File: config.mk
export PLATFORM = sky130hd
export DESIGN_NAME = ifu_ibuf
export DESIGN_NICKNAME = d
export VERILOG_FILES = /design/src/rtl/ifu_ibuf.sv
export SDC_FILE = /design/constraint.sdc
export NUM_CORES = 1
export LEC_CHECK = 0
export ABC_AREA = 1
export CAP_MARGIN = 15
export CORE_UTILIZATION = 40
export CTS_BUF_LIST = sky130_fd_sc_hd__clkbuf_8 sky130_fd_sc_hd__clkbuf_16
export CTS_CLUSTER_DIAMETER = 80
export DETAILED_ROUTE_END_ITERATION = 6
export HOLD_SLACK_MARGIN = 0.08
export MAX_ROUTING_LAYER = met4
export SETUP_SLACK_MARGIN = 0.2
export SLEW_MARGIN = 20
export SYNTH_ARGS = -nofsm -noshare
export SYNTH_HDL_FRONTEND = slang
export SYNTH_SLANG_ARGS = --single-unit
File: constraint.sdc
create_clock -name clk -period 2.8 [get_ports clk]
set_input_delay 0.7 -clock clk [delete_from_list [all_inputs] [get_ports clk]]
set_output_delay 0.7 -clock clk [all_outputs]
set_load 0.01 [all_outputs]
File: src/rtl/ifu_ibuf.sv
// Instruction buffer between fetch response and EXE: small FIFO of {pc, instr, fault}
// with flush-to-empty and a halt-on-misaligned-fetch intake lock.
module ifu_ibuf #(
   parameter int DEPTH = 4,
   parameter int AW    = 2
) (
   input  logic          clk,
   input  logic          rst,
   input  logic          exe_flush,
   input  logic          int_flush,
   input  logic          in_valid,
   input  logic [31:0]   in_pc,
   input  logic [31:0]   in_instr,
   input  logic          in_misalign,
   output logic          in_rdy,
   output logic          out_valid,
   output logic [31:0]   out_pc,
   output logic [31:0]   out_instr,
   output logic          out_fault,
   input  logic          out_ready,
   output logic [AW:0]   count
);

   typedef enum logic {RUN, HALT} state_t;

   localparam logic [AW:0] FULL = (AW+1)'(DEPTH);
   localparam logic [31:0] NOP  = 32'h0000_0013;

   logic [31:0]      pc_mem    [DEPTH];
   logic [31:0]      instr_mem [DEPTH];
   logic [DEPTH-1:0] fault_mem;

   state_t        state, state_nx;
   logic [AW-1:0] wp, rp;
   logic          flush, push, pop;

   // NOTE: every signal driven here gets a default first so no latch is inferred.
   always_comb begin
      flush     = exe_flush | int_flush;
      in_rdy    = (count != FULL) && (state == RUN) && !flush;
      out_valid = (count != '0) && !flush;
      push      = in_valid & in_rdy;
      pop       = out_valid & out_ready;
      state_nx  = state;
      if (flush)
         state_nx = RUN;
      else if (push && in_misalign)
         state_nx = HALT;
   end

   // NOTE: state registers use non-blocking assignments so every flop samples pre-edge values.
   always_ff @(posedge clk or negedge rst) begin
      if (!rst) begin
         state <= RUN;
         wp    <= '0;
         rp    <= '0;
         count <= '0;
      end else begin
         state <= state_nx;
         if (flush) begin
            wp    <= '0;
            rp    <= '0;
            count <= '0;
         end else begin
            if (push) wp <= wp + 1'b1;
            if (pop)  rp <= rp + 1'b1;
            if (push && !pop)
               count <= count + 1'b1;
            else if (pop && !push)
               count <= count - 1'b1;
         end
      end
   end

   // Fault bits are reset so out_fault reads 0 out of reset.
   always_ff @(posedge clk or negedge rst) begin
      if (!rst)
         fault_mem <= '0;
      else if (push)
         fault_mem[wp] <= in_misalign;
   end

   // NOTE: the data array has no reset; out_valid qualifies it, so reset flops would be wasted.
   always_ff @(posedge clk) begin
      if (push) begin
         pc_mem[wp]    <= in_pc;
         instr_mem[wp] <= in_misalign ? NOP : in_instr;
      end
   end

   assign out_pc    = pc_mem[rp];
   assign out_instr = instr_mem[rp];
   assign out_fault = fault_mem[rp];

endmodule

### After elaboration in Yosys (flattened, before gate mapping)

Memories as Yosys holds them, arrays and structs flattened.
Cells that the tools add are included.

* $add $sub $neg: 4
* multipliers: 0
* div/mod/pow operators: 0
* magnitude comparators: 3
* equal/unequal tests: 1
* shift operators: 0
* muxes and demuxes: 17
* bitwise gates (word level): 4
* reductions and logical operators: 15

Operators by type and width (number)
* $mux W32: 1
* $mux W3: 3
* $mux W2: 4
* $logic_and A1 B1 Y1: 7
* $lt A2 B3 Y1 const B: 2
* $mux W1: 6
* $reduce_bool A2 Y1: 3
* $reduce_bool A3 Y1: 2
* $add A2 B1 Y2 const B: 2
* $bwmux W4: 1
* $add A3 B1 Y3 const B: 1
* $logic_not A1 Y1: 3
* $ne A3 B3 Y1 const B: 1
* $sub A3 B1 Y3 const B: 1
* $and A1 B1 Y1: 2
* $bmux W1 S2: 1
* $demux W1 S2: 1
* $ge A2 B1 Y1 const B: 1
* $not A1 Y1: 1
* $or A1 B1 Y1: 1

* register bits: 12
* latch bits: 0
* RAM bits: 256
* ROM bits: 0
* input bits: 71
* output and inout port bits: 70
* word-level logic and storage cells: 51
* memories kept: 2

Memory list
* instr_mem: words 4, bits a word 32, read ports 1, clocked after memory_dff 0, wr ports 1, line 30 `logic [31:0] instr_mem [DEPTH];`
* pc_mem: words 4, bits a word 32, read ports 1, clocked after memory_dff 0, wr ports 1, line 29 `logic [31:0] pc_mem [DEPTH];`

### Longest topological paths before layout

* depth after elaboration: 9
* depth in mapped cells: 12
* depth with buffers taken out: 12

### Least setup slack after synthesis

No wires, ideal clock.

* path type: input port to flip-flop
* from: in exe_flush
* to: mem instr_mem[0][0], enable pin
* setup time: 418 ps
* data arrival time: 2464 ps
* required time: 2382 ps
* slack: -82 ps
* stages: 7
* buffers on the path: 0
* cell sequence: inv_1 > nand2_2 > nor2_2 > nand3_2 > inv_2 > nand2_1 > inv_1

* longest elaborated chain between the ends: 6

RTL lines
* start, declared: line 9 `input logic exe_flush,`
* $or A1 B1 Y1: line 39 `flush = exe_flush | int_flush;`
* $logic_not A1 Y1: line 40 `in_rdy = (count != FULL) && (state == RUN) && !flush;`
* $logic_and A1 B1 Y1: line 40
* $and A1 B1 Y1: line 42 `push = in_valid & in_rdy;`
* $mux W1: line 85 `if (push) begin`
* $mux W1: line 87 `instr_mem[wp] <= in_misalign ? NOP : in_instr;`
* end, declared: line 30

Every way passes these cells.

### Final worst setup path

* from: reg rp[0]
* to: out out_instr[8]

* longest elaborated chain between the ends: 1

RTL lines
* start, declared: line 34 `logic [AW-1:0] wp, rp;`
* start signal, assigned: line 66 `if (pop) rp <= rp + 1'b1;`
* $mem_v2 Z4 W32
* end, declared: line 18 `output logic [31:0] out_instr,`

Every way passes these cells.

==> flow_summary.toml <==
[sta]
finalCritPeriodShare = 0.9479
rsz0062_at_grt = "yes"
max_slew_margin = 0.6117
timing.final.crit_period_ns = 2.654
fin_ws_ns = 0.1460
setup_tns_ns = 0
worst_clock_skew_ns = 0.007525
tightest_slew_ns = 0.5806
hold_violations = 0
setup_viol = 0
drv_slew = 0
fmax_ghz = 0.3768
holdWs_ns = 0.4891

[worst_setup_path]
endpoint_kind = "output pin"
crit_required_ns = 2.10
worstSetupStartpointType = "register"
worstPathArrival_ns = 1.95
worst-setup-path-type = "register to output pin"
reg2reg_slack_ns = 0.98
cp_max_fo = 7

[placement]
place_congestion = 0.7260
port_buffers = 140
post-place-ws_ns = 0.04530
dpl.hpwl_um = 12620

[clock_network]
cts_root_buf = "clkbuf_16"
clock-sinks = 268
clk_path_buf_depth = 3
cts-htree-levels = 1
cts_tree = "built"
cts_buffers = 27
clk_latency_ns = 0.53
clk_pin_slew_worst_paths_ns = 0.06

[cells_and_area]
drive_gt1_frac = 0.2322
antenna_cells = 0
final_common_cell = "edfxtp_1"
nets = 1043
final_cell_mix = "edfxtp_1, nor2_1, o21ai_1"
area.growth.synth_to_final_pct = 32.98

[global_route]
overflow = 0
grtUsageTotal = 0.1839
grt_pass1_wl_um = 36010
grt_max_degree = 38
antenna_found_initial = 0
grt_pass1_vias = 6478

[synthesis]
synth_nets = 854
synthXorXnorAreaFrac = 0.0008427
synth_mux_area_frac = 0
synth_area_leaders = "edfxtp_1, nor2_1, o21ai_0, o22ai_1, dfrtp_1"
synth_adder_area_share = 0.006741
yosys.area.top_type = "edfxtp_1"
synth_top_family_by_area = "compound AO/OA/AOI/OAI gates"
synth_area_um2 = 10390
synth.distinct_cells = 25
ys_seq_area_frac = 0.7685
synth_seq_cells = 268
synthSimpleGateAreaFrac = 0.07656
avgSynthCellArea_um2 = 13.36
syn_inst = 778
yosysWarnings = 0
synth_top_area_frac = 0.7396
synth_compound_area_frac = 0.1081

[pwr]
power_switching_mw = 1.790
swShare = 0.2125
p_clk_frac = 0.384
combPwrFrac = 0.085
power_mw = 8.425
intPower_mw = 6.635
p_leak_nw = 5.050
p_seq_frac = 0.531
peakVddDrop_mv = 0.3934
powerDensity_nw_per_um2 = 609.5

[outcome]
status = "finished clean"

[die]
rows = 58
core_um2 = 25330
io_pins = 141
die_h_um = 163.2
initial_core_util = 0.4104
die_w_um = 163.2
die_area_um2 = 26630

[routing]
drc = 0
totalWireLength_um = 24000
vias = 6661
route.detailed.vias_per_inst = 5.077
wire_per_inst_um = 18.29
firstDrtPassIters = 5
drtIter0Drc = 494
ant_nets = 0

[min_path]
worstHoldPathType = "register to register"

[flow_run]
cap_violations = 0
## power by group through the flow
stage	clock [mW]	combinational (mW)	sequential [mW]
2_1_floorplan	0	0.274	4.55
4_1_cts	3.29	0.691	4.47
5_1_grt	3.44	0.777	4.48
3_3_place_gp	0	0.637	4.56
6_report	3.24	0.716	4.47
3_5_place_dp	0	0.640	4.56
## registers in the layout, summed over array words and instances, names as in the netlist
register and count:
state 1, wp 2, pc_mem 128, count 3
rp 2, fault_mem 4, instr_mem 128
## layer usage
layer	GRT usage	wire length, µm	vias to the layer above
met5	-	0	-
met3	0.02489	1331	36
met2	0.3103	11620	195
li1	-	-	3200
met4	0.04291	441	0
met1	0.2354	10610	3230
## through the flow
| step | util | instances | instance area (µm²) |
|---|---|---|---|
| 6_report | 0.5457 | 1312 | 13820 |
| 4_1_cts | 0.5376 | 1303 | 13620 |
| 3_5_place_dp | 0.4896 | 1230 | 12400 |
| 3_3_place_gp | 0.4896 | 1230 | 12400 |
| 2_1_floorplan | - | 778 | 10410 |
| 5_1_grt | 0.5457 | 1312 | 13820 |
## worst paths after layout
| check | from | to | cells past startpoint |
|---|---|---|---|
| worst max-delay path | rp[0] | out_instr[8] | 8 |
| worst min-delay path | fault_mem[1] | fault_mem[1] | 2 |
| worst max register to register | count[2] | count[2] | 12 |
| worst min register to register | fault_mem[1] | fault_mem[1] | 2 |
| max in group asynchronous | rst | rp[0] | 1 |
| min in group asynchronous | rst | state | 1 |
## worst max-delay path, stage by stage (launching register included)
cell	delay (ns)
dfrtp_4	0.53
inv_8	0.08
buf_12	0.13
buf_12	0.12
buf_16	0.11
buf_6	0.09
nor2_2	0.03
o22ai_2	0.17
buf_2	0.16
## cell usage after synthesis
library cell / instances
nor2_1: 162
inv_1: 48
nand3_1: 3
nand2_2: 2
buf_2: 11
buf_4: 5
inv_2: 1
o21ai_0: 100
nor2_2: 2
clkbuf_1: 26
o21ai_1: 40
nor2_4: 1
clkbuf_2: 1
nand3_2: 2
xnor2_1: 1
edfxtp_1: 256
ha_1: 4
nand2_1: 26
or2_2: 3
inv_4: 1
a21oi_1: 2
o22ai_1: 66
buf_6: 2
dfrtp_1: 12
fa_1: 1
## cells by family after synthesis
group | after synthesis
flops | 268
fa+ha+maj | 5
simple gates | 201
buf+inv | 95
compound gates | 208
xor+xnor | 1
## cell type report
class | instances | area [µm²]
flip-flops and latches | 268 | 7993
clock inverters | 13 | 63.81
inverters | 50 | 215.2
well taps | 330 | 412.9
fillers | 2103 | 11500
repair buffers | 205 | 2177
multi-input cells | 415 | 2230
clock buffers | 31 | 730.7
## repair_timing
item / CTS / global route
pin swaps: 25 / 36
gates cloned: 9 / 5
hold buffers: 0 / 0
gates resized for setup: 291 / 83
buffers inserted: 20 / 4
setup endpoints to repair: 67 / 62
Power figures use the tool's default switching activity.
